File: src/rtl/rvvi_rx_cmd_parser.sv
// Streaming host-command parser on the MAC receive AXI-stream: checks the Ethernet
// header, decodes a 6-byte ASCII command plus optional argument, and acts at frame end.
module rvvi_rx_cmd_parser #(
   parameter logic [47:0] DST_MAC    = 48'h4502_1111_6843,
   parameter logic [15:0] ETHER_TYPE = 16'h005c,
   parameter logic [47:0] CMD_TRIG   = 48'h6e69_6769_7274,
   parameter logic [47:0] CMD_SLOW   = 48'h656D_776F_6C73,
   parameter logic [47:0] CMD_HALT   = 48'h656D_746C_6168,
   parameter logic [47:0] CMD_RESUME = 48'h656D_7573_6572
) (
   input  logic        clk,
   input  logic        reset,
   input  logic [31:0] RvviAxiRdata,
   input  logic [3:0]  RvviAxiRstrb,
   input  logic        RvviAxiRvalid,
   input  logic        RvviAxiRlast,
   input  logic        RvviAxiRuser,
   output logic        IlaTrigger,
   output logic        HostRequestSlowDown,
   output logic [31:0] HostFiFoFillAmt,
   output logic        HaltReq,
   output logic [15:0] AcceptCount,
   output logic [15:0] DropCount
);

   typedef enum logic [2:0] {
      ST_HDR     = 3'd0,
      ST_CMD     = 3'd1,
      ST_ARG     = 3'd2,
      ST_DRAIN   = 3'd3,
      ST_DISCARD = 3'd4
   } state_t;

   typedef enum logic [1:0] {
      CM_TRIG   = 2'd0,
      CM_SLOW   = 2'd1,
      CM_HALT   = 2'd2,
      CM_RESUME = 2'd3
   } cmd_t;

   state_t      state_q, state_d, parse_state_s;
   logic [2:0]  idx_q, idx_d;
   logic [15:0] cmd_lo_q, cmd_lo_d;
   cmd_t        cmd_q, cmd_d, cmd_dec_s, fire_cmd_s;
   logic [31:0] arg_q, arg_d, fire_arg_s;
   logic        ila_q, ila_d, slow_q, slow_d, halt_q, halt_d;
   logic [31:0] fill_q, fill_d;
   logic [15:0] acc_q, acc_d, drop_q, drop_d;
   logic        strb_ok_s, hdr_ok_s, cmd_hit_s, accept_s, drop_s;
   logic [47:0] cmd_word_s;

   // Per-beat header word check and command decode
   always_comb begin
      strb_ok_s  = (RvviAxiRstrb == 4'hF);
      cmd_word_s = {RvviAxiRdata, cmd_lo_q};
      case (idx_q)
         3'd0:    hdr_ok_s = strb_ok_s && (RvviAxiRdata == DST_MAC[31:0]);
         3'd1:    hdr_ok_s = strb_ok_s && (RvviAxiRdata[15:0] == DST_MAC[47:32]);
         3'd2:    hdr_ok_s = strb_ok_s;
         3'd3:    hdr_ok_s = strb_ok_s && (RvviAxiRdata[15:0] == ETHER_TYPE);
         default: hdr_ok_s = 1'b0;
      endcase
      cmd_hit_s = 1'b1;
      if (cmd_word_s == CMD_TRIG) begin
         cmd_dec_s = CM_TRIG;
      end else if (cmd_word_s == CMD_SLOW) begin
         cmd_dec_s = CM_SLOW;
      end else if (cmd_word_s == CMD_HALT) begin
         cmd_dec_s = CM_HALT;
      end else if (cmd_word_s == CMD_RESUME) begin
         cmd_dec_s = CM_RESUME;
      end else begin
         cmd_dec_s = CM_TRIG;
         cmd_hit_s = 1'b0;
      end
   end

   // Next-state logic; parse_state_s is where this beat leaves the frame before tlast forces HDR
   always_comb begin
      parse_state_s = state_q;
      state_d       = state_q;
      idx_d         = idx_q;
      cmd_lo_d      = cmd_lo_q;
      cmd_d         = cmd_q;
      arg_d         = arg_q;
      if (RvviAxiRvalid) begin
         idx_d = (idx_q == 3'd6) ? 3'd6 : idx_q + 3'd1;
         case (state_q)
            ST_HDR: begin
               if (!hdr_ok_s) begin
                  parse_state_s = ST_DISCARD;
               end else if (idx_q == 3'd3) begin
                  parse_state_s = ST_CMD;
                  cmd_lo_d      = RvviAxiRdata[31:16];
               end else begin
                  parse_state_s = ST_HDR;
               end
            end
            ST_CMD: begin
               if (strb_ok_s && cmd_hit_s) begin
                  cmd_d         = cmd_dec_s;
                  parse_state_s = (cmd_dec_s == CM_SLOW) ? ST_ARG : ST_DRAIN;
               end else begin
                  parse_state_s = ST_DISCARD;
               end
            end
            ST_ARG: begin
               if (strb_ok_s) begin
                  arg_d         = RvviAxiRdata;
                  parse_state_s = ST_DRAIN;
               end else begin
                  parse_state_s = ST_DISCARD;
               end
            end
            ST_DRAIN:   parse_state_s = ST_DRAIN;
            ST_DISCARD: parse_state_s = ST_DISCARD;
            default:    parse_state_s = ST_DISCARD;
         endcase
         if (RvviAxiRlast) begin
            state_d = ST_HDR;
            idx_d   = 3'd0;
         end else begin
            state_d = parse_state_s;
         end
      end else begin
         state_d = state_q;
      end
   end

   // Frame-end actions; the command/argument may be completing on the tlast beat itself
   always_comb begin
      fire_cmd_s = (state_q == ST_CMD) ? cmd_dec_s : cmd_q;
      fire_arg_s = (state_q == ST_ARG) ? RvviAxiRdata : arg_q;
      accept_s   = RvviAxiRvalid && RvviAxiRlast && !RvviAxiRuser &&
                   (parse_state_s == ST_DRAIN);
      drop_s     = RvviAxiRvalid && RvviAxiRlast && !accept_s;
      ila_d      = 1'b0;
      slow_d     = 1'b0;
      fill_d     = fill_q;
      halt_d     = halt_q;
      acc_d      = acc_q;
      drop_d     = drop_q;
      if (accept_s) begin
         acc_d = (acc_q == 16'hFFFF) ? acc_q : acc_q + 16'd1;
         case (fire_cmd_s)
            CM_TRIG:   ila_d = 1'b1;
            CM_SLOW: begin
               slow_d = 1'b1;
               fill_d = fire_arg_s;
            end
            CM_HALT:   halt_d = 1'b1;
            CM_RESUME: halt_d = 1'b0;
            default:   halt_d = halt_q;
         endcase
      end else if (drop_s) begin
         drop_d = (drop_q == 16'hFFFF) ? drop_q : drop_q + 16'd1;
      end else begin
         drop_d = drop_q;
      end
   end

   // State register
   always_ff @(posedge clk or posedge reset) begin
      if (reset) begin
         state_q <= ST_HDR;
      end else begin
         state_q <= state_d;
      end
   end

   // Parse holding registers, action outputs and counters
   always_ff @(posedge clk or posedge reset) begin
      if (reset) begin
         idx_q    <= 3'd0;
         cmd_lo_q <= 16'd0;
         cmd_q    <= CM_TRIG;
         arg_q    <= 32'd0;
         ila_q    <= 1'b0;
         slow_q   <= 1'b0;
         fill_q   <= 32'd0;
         halt_q   <= 1'b0;
         acc_q    <= 16'd0;
         drop_q   <= 16'd0;
      end else begin
         idx_q    <= idx_d;
         cmd_lo_q <= cmd_lo_d;
         cmd_q    <= cmd_d;
         arg_q    <= arg_d;
         ila_q    <= ila_d;
         slow_q   <= slow_d;
         fill_q   <= fill_d;
         halt_q   <= halt_d;
         acc_q    <= acc_d;
         drop_q   <= drop_d;
      end
   end

   assign IlaTrigger          = ila_q;
   assign HostRequestSlowDown = slow_q;
   assign HostFiFoFillAmt     = fill_q;
   assign HaltReq             = halt_q;
   assign AcceptCount         = acc_q;
   assign DropCount           = drop_q;

endmodule

File: config.mk
export PLATFORM = sky130hd
export DESIGN_NAME = rvvi_rx_cmd_parser
export DESIGN_NICKNAME = d
export VERILOG_FILES = /design/src/rtl/rvvi_rx_cmd_parser.sv
export SDC_FILE = /design/constraint.sdc
export NUM_CORES = 1
export LEC_CHECK = 0
export ABC_CLOCK_PERIOD_IN_PS = 11800
export CELL_PAD_IN_SITES_DETAIL_PLACEMENT = 2
export CELL_PAD_IN_SITES_GLOBAL_PLACEMENT = 2
export CORE_MARGIN = 5
export CORE_UTILIZATION = 38
export DETAILED_ROUTE_END_ITERATION = 10
export PLACE_DENSITY = 0.88
export SLEW_MARGIN = 20
export SYNTH_ARGS = -nofsm -noshare
export SYNTH_HDL_FRONTEND = slang
export SYNTH_SLANG_ARGS = --single-unit
export TNS_END_PERCENT = 20
File: constraint.sdc
create_clock -name clk -period 11.8 [get_ports clk]
set_input_delay 2.36 -clock clk [delete_from_list [all_inputs] [get_ports clk]]
set_output_delay 2.36 -clock clk [all_outputs]
set_load 0.1 [all_outputs]
==> out/metrics.yaml, run 1 <==
status:
  run_status: "finished, final reports clean"
cts:
  cts_buffers: 17
  clk_latency_ns: 0.43
  cts-htree-levels: 4
  cts_hold_repair.buffers: 0
  cts_root_buffer: "clkbuf_16"
  ctsLongestPathBuffers: 2
  post-cts-setup-buffers: 0
  path_clk_slew_ns: 0.06
  postCtsResizedCells: 0
  cts.sinks: 123
  clock_tree_from_tritoncts: "built"
sta:
  setup_repair_after_global_routing_missed_its_margin: "no"
  portion_of_the_clock_cycle_consumed_by_the_worst_path_in_the_final_layout_pct: 52.7
  clock.fmax_ghz: 0.161
  slew_of_the_pin_with_the_lowest_slew_margin_ns: 1.04
  setup_tns_ns: 0
  setup_viol_count_final: 0
  minimum_clock_period_ns: 6.21
  finClkSkew_ns: 0.0141
  final-hold-violation-count: 0
  worst_slew_margin_rel_pct: 30.3
  timing_max_transition_violations_final: 0
synthesis:
  yosysSeqAreaShare_pct: 50.1
  synth_top_area_cell: "dfrtp_1"
  post-synth-top-area-fraction_pct: 50.1
  yosys_warnings: 0
  synth.area.top_cells: "dfrtp_1, mux2_2, mux2_4, xor2_1, xnor2_1"
  yosys-top-cells-count: "dfrtp_1, mux2_2, mux2_4, nand2_1, nand3_1"
  synth-edff-count: 0
  most_used_flip_flop_cell_after_synthesis: "dfrtp_1"
  ys_ff_latch: 123
  fraction_of_registers_with_async_set_or_reset_after_synthesis_pct: 100
  postSynthNetCount: 534
  synth.most_common_cell: "dfrtp_1"
  synth.distinct_cells: 48
  synthesized_instance_count: 486
  avgSynthCellArea_um2: 12.6
  synth_area_um2: 6140
cells_and_area:
  fillers: 1526
  drive_above_1_share_pct: 26.0
  n_antenna_cell: 0
  syn2layout_area_growth_pct: 30.4
  nNetsFinal: 646
  utilization_pct: 50.4
placement:
  gp_routability_congestion: 0.779
  port-buffer-count: 107
  dp.final_hpwl_um: 13500
global_routing:
  grt_pass1_wl_um: 32400
  grt_antenna_before_repair: 0
  grt_max_degree: 67
  grt_pass1_vias: 5364
  globalRouteTotalUtil_pct: 23.0
  grt.overflow.total: 0
min_path:
  hold_path_class: "reg2reg"
pwr:
  net-switching-power_mw: 0.338
  peak_supply_drop_mv: 0.106
  power.density_nw_per_um2: 142
  switching_share_pct: 29.7
  power.static_leakage_nw: 3.81
  power.combinational.fraction_pct: 14.2
  p_clk_share_pct: 46.2
  seqPwrFrac_pct: 39.6
  power.internal_mw: 0.798
drt:
  wl_per_cell_um: 24.9
  final_antenna_net_count: 0
  first_iter_violations: 183
  drc: 0
  drt_first_pass_iters: 4
  avgViaCountPerCell: 5.51
  routed_wirelength_um: 20600
  vias_post_dr: 4556
die:
  core.rowCount: 46
  chipHeight_um: 137
  fp.coreArea_um2: 15900
  starting_utilization_of_the_core_area_pct: 38.7
  die_area_um2: 18800
  pin_count: 108
  die_width_um: 137
setup_path:
  crit_type: "in2reg"
  critPathMaxFanout: 33
  crit_arrival_ns: 6.52
  cp_startpoint_kind: "input port"
  setup.worst_path.end_class: "register"
  worst_ep_required_time_ns: 12.10
run:
  max-cap-violations: 0
[kinds of logic (layout without fill, tap and decap cells)]
group | count (synthesis) | after routing | synth area share, %
and+or+nand+nor | 156 | 156 | 15.7
xor gates and xnor gates | 29 | 29 | 4.13
adders and majority gates | 7 | 7 | 1.43
AOI/OAI and AO/OA | 24 | 24 | 2.93
muxes | 119 | 119 | 23.5
DFF | 123 | 123 | 50.1
buffers and inverters | 28 | 153 | 2.20
[sequential cells by signal (all words and copies together) (netlist names), 2 cells and up]
name and count:
cmd_lo_q 16, state_q 3, cmd_q 2, HostFiFoFillAmt 32, AcceptCount 16, arg_q 32
idx_q 3, DropCount 16
[path summary, 6_finish.rpt]
path | start | endpoint | slack [ns] | cells after the start
setup reg to reg | cmd_lo_q[2]$_DFFE_PP0P_ | HostFiFoFillAmt[30]$_DFFE_PP0P_ | 7.67 | 7
hold reg to reg | DropCount[14]$_DFFE_PP0P_ | DropCount[14]$_DFFE_PP0P_ | 0.50 | 1
min in group asynchronous | reset | DropCount[12]$_DFFE_PP0P_ | 2.48 | 2
setup / recovery | RvviAxiRdata[15] | HostFiFoFillAmt[30]$_DFFE_PP0P_ | 5.59 | 8
hold / removal | DropCount[14]$_DFFE_PP0P_ | DropCount[14]$_DFFE_PP0P_ | 0.50 | 1
max in group asynchronous | reset | HostFiFoFillAmt[18]$_DFFE_PP0P_ | 8.03 | 3
[metrics by stage]
stage	total power [mW]	instance area (um2)	setup WS, ns	std cells	hold slack (ns)
final	1.14	8010	5.59	827	0.502
after global routing	1.18	8010	5.42	827	0.528
after CTS	1.14	8010	5.56	827	0.512
after detailed placement	0.618	7430	5.19	795	0.488
after global placement	0.612	7430	5.38	795	0.472
after floorplan	0.559	6140	6.17	486	0.470
[worst max-delay path, stage by stage]
cell	delay [ns]
clkdlybuf4s50_1	0.52
or4_1	0.55
or4_1	0.55
or4_1	0.58
nand3_1	0.18
o31a_1	0.64
nand3b_4	0.69
mux2_2	0.43
[cells in the final DEF, fill, tap and decap left out, types with 6 or more instances in the layout]
master and instances:
and3_1 12, clkbuf_16 17, clkdlybuf4s50_1 107, dfrtp_1 123
ha_1 7, inv_1 9, mux2_2 88, mux2_4 29
nand2_1 22, nand3_1 19, nand4_1 10, nor2_1 13
nor3_1 13, nor3b_1 6, nor4_1 9, nor4b_1 6
or4_1 7, xnor2_1 12, xor2_1 17
[layout make-up]
| cell class | instances | area [um2] | share of cell area, % |
|---|---|---|---|
| sequential | 123 | 3080 | 38.4 |
| multi-input combinational | 335 | 2940 | 36.7 |
| timing repair buffer | 111 | 1100 | 13.7 |
| clock buffer | 18 | 439 | 5.48 |
| tap | 216 | 270 | 3.37 |
| clock inverter | 14 | 145 | 1.81 |
| inverter | 10 | 40.0 | 0.500 |
[layer usage]
| layer | global-route usage [%] | vias to the layer above | share of wire (%) |
|---|---|---|---|
| met1 | 25.8 | 2354 | 39 |
| met4 | 9.48 | 0 | 3.3 |
| met5 | 0 | - | 0 |
| met3 | 6.84 | 45 | 6.0 |
| met2 | 40.5 | 138 | 52 |
| li1 | - | 2019 | - |
[power by group through the flow]
stage	logic (mW)	clock network (mW)	registers, mW
2_1_floorplan	0.0370	0	0.522
3_3_place_gp	0.157	0	0.455
3_5_place_dp	0.161	0	0.457
4_1_cts	0.162	0.533	0.449
5_1_grt	0.170	0.556	0.451
6_report	0.161	0.525	0.449
Power figures use the tool's default switching activity.
==> run 2: changes to the inputs <==
ABC_CLOCK_PERIOD_IN_PS = 5100   (was 11800)
CORE_UTILIZATION = 32   (was 38)
PLACE_DENSITY = 0.79   (was 0.88)
clock period = 5.1 ns   (was 11.8 ns; I/O delays follow)
==> run 2 against run 1 <==
Against the previous run: worst hold slack got worse by 0.011 ns; clock power rose by 150%; final cell count up 6.4%.
==> out/metrics.yaml, run 2 (same netlist as run 1, synthesis figures left out) <==
status:
  run_status: "finished, final reports clean"
pwr:
  p_clk_share_pct: 47.6  # +1.4 points
  power.combinational.fraction_pct: 14.0  # -0.2 points
  switching_share_pct: 28.8  # -0.97 points
  power.density_nw_per_um2: 330  # +130%
  peak_supply_drop_mv: 0.242  # +130%
  net-switching-power_mw: 0.778  # +130%
  power.static_leakage_nw: 3.87  # +1.5%
  seqPwrFrac_pct: 38.4  # -1.2 points
  totalPowerFinal_mw: 2.71  # +140%
  power.internal_mw: 1.93  # +140%
global_routing:
  grt_antenna_before_repair: 0  # unchanged
  grt_pass1_wl_um: 30600  # -5.6%
  grt_max_degree: 75  # +12%
  globalRouteTotalUtil_pct: 17.9  # -5.1 points
  grt_pass1_vias: 5239  # -2.3%
  grt.overflow.total: 0  # unchanged
placement:
  placedInstanceArea_um2: 7560  # +1.8%
  gp_routability_congestion: 0.789  # +1.3%
  port-buffer-count: 107  # unchanged
  dp.final_hpwl_um: 13300  # -1.5%
die:
  die_width_um: 149  # +8.3%
  core.rowCount: 50  # +8.7%
  starting_utilization_of_the_core_area_pct: 32.6  # -6.1 points
  pin_count: 108  # unchanged
  fp.coreArea_um2: 18800  # +19%
  chipHeight_um: 149  # +8.3%
  die_area_um2: 22100  # +17%
cts:
  clock_tree_from_tritoncts: "built"
  cts_root_buffer: "clkbuf_16"
  cts.sinks: 123  # unchanged
  postCtsResizedCells: 0  # unchanged
  cts_buffers: 17  # unchanged
  post-cts-setup-buffers: 0  # unchanged
  ctsLongestPathBuffers: 2  # unchanged
  cts-htree-levels: 4  # unchanged
  clk_latency_ns: 0.42  # about the same
  path_clk_slew_ns: 0.06  # about the same
  cts_hold_repair.buffers: 0  # unchanged
min_path:
  hold_path_end: "DropCount[10]$_DFFE_PP0P_"
  hold_path_class: "reg2reg"
  hp-start: "DropCount[10]$_DFFE_PP0P_"
  worst_hold_path.num_cells: 1  # unchanged
sta:
  slew_of_the_pin_with_the_lowest_slew_margin_ns: 1.05  # +0.00533 ns
  clock.fmax_ghz: 0.236
  portion_of_the_clock_cycle_consumed_by_the_worst_path_in_the_final_layout_pct: 83.2
  setup_tns_ns: 0  # unchanged
  worst_slew_margin_rel_pct: 30.0  # -0.36 points
  minimum_clock_period_ns: 4.24
  setup_repair_after_global_routing_missed_its_margin: "no"
  setup_viol_count_final: 0  # unchanged
  timing_max_transition_violations_final: 0  # unchanged
  finClkSkew_ns: 0.0133  # -0.000817 ns
  final-hold-violation-count: 0  # unchanged
drt:
  routed_wirelength_um: 19200  # -7.1%
  final_antenna_net_count: 0  # unchanged
  first_iter_violations: 136  # -26%
  avgViaCountPerCell: 5.10  # -7.4%
  drt_first_pass_iters: 4  # unchanged
  vias_post_dr: 4490  # -1.4%
  drc: 0  # unchanged
  wl_per_cell_um: 21.8  # -13%
cells_and_area:
  n_antenna_cell: 0  # unchanged
  fillers: 1870  # +23%
  final_design_area_no_fill_um2: 8190  # +2.3%
  final-seq-area_um2: 3080  # unchanged
  nNetsFinal: 655  # +1.4%
  layout.cells.most_common: "dfrtp_1"
  multiInputGateArea_um2: 2940  # unchanged
  syn2layout_area_growth_pct: 33.3
  utilization_pct: 43.5  # -6.9 points
  final_cell_mix: "dfrtp_1, clkdlybuf4s50_1, mux2_2"
  drive_above_1_share_pct: 27.1  # +1.1 points
setup_path:
  r2r_start: "cmd_lo_q[2]$_DFFE_PP0P_"
  r2r-end: "HostFiFoFillAmt[24]$_DFFE_PP0P_"
  crit_type: "in2reg"
  worst_ep_required_time_ns: 5.40  # -6.70 ns
  setup.worst_path.end_class: "register"
  critPathMaxFanout: 23  # -30%
  cp_startpoint_kind: "input port"
  worst-r2r-cell-count: 8  # +1
  reg2reg_setup_slack_ns: 1.62  # -6.05 ns
  crit_arrival_ns: 4.55  # -1.97 ns
run:
  max-cap-violations: 0  # unchanged
## run 2: cell types whose count changed in the layout (fill, tap and decap cells not counted)
cell / change
buf_4: +8
clkinv_2: -4
clkbuf_8: +2
clkinvlp_4: +2
buf_12: +1
bufinv_16: +1
inv_4: -1
## run 2: worst max path at each step
stage	cells past startpoint	startpoint	end	slack (ns)
after detailed placement	9	RvviAxiRdata[15]	HostFiFoFillAmt[24]$_DFFE_PP0P_	0.45
final	9	RvviAxiRdata[15]	HostFiFoFillAmt[24]$_DFFE_PP0P_	0.86
after global placement	9	RvviAxiRdata[15]	HostFiFoFillAmt[10]$_DFFE_PP0P_	0.54
after global routing	9	RvviAxiRdata[15]	HostFiFoFillAmt[24]$_DFFE_PP0P_	0.76
after floorplan	1	reset	AcceptCount[0]$_DFFE_PP0P_	0.81
after CTS	9	RvviAxiRdata[15]	HostFiFoFillAmt[24]$_DFFE_PP0P_	0.88
## run 2: layout make-up
| cell class | count | share of cell area (%) |
|---|---|---|
| inverter | 10 | 0.519 |
| clock buffer | 20 | 5.70 |
| tap | 260 | 3.97 |
| multi-input combinational | 335 | 35.8 |
| sequential | 123 | 37.6 |
| timing repair buffer | 120 | 14.4 |
| clock inverter | 12 | 1.97 |
## run 2: metal layers
layer  wire [um]  vias to the layer above  track usage [%]
met2        9860                       99             30.9
met3         898                       20             4.66
met5           0                        -                0
met1        8090                     2332             21.6
met4         303                        0             6.14
li1            -                     2039                -
## run 2: power by group through the flow
stage | clock [mW] | combinational, mW | sequential, mW
3_3_place_gp | 0 | 0.369 | 1.05
2_1_floorplan | 0 | 0.0855 | 1.21
5_1_grt | 1.36 | 0.400 | 1.04
3_5_place_dp | 0 | 0.382 | 1.06
4_1_cts | 1.31 | 0.385 | 1.04
6_report | 1.29 | 0.379 | 1.04
## run 2: per-stage QoR
| stage | hold WS (ns) | std cells | setup slack [ns] |
|---|---|---|---|
| 2_1_floorplan | 0.470 | 486 | 0.809 |
| 3_3_place_gp | 0.475 | 848 | 0.544 |
| 3_5_place_dp | 0.481 | 848 | 0.446 |
| 4_1_cts | 0.491 | 880 | 0.881 |
| 5_1_grt | 0.503 | 880 | 0.764 |
| 6_report | 0.491 | 880 | 0.855 |
## run 2: critical path, stage by stage
cell             delay, ns
clkdlybuf4s50_1       0.51
or4_1                 0.54
or4_1                 0.53
or2_1                 0.29
o31a_1                0.36
o31a_1                0.34
nand3b_4              0.32
buf_12                0.29
mux2_4                0.32
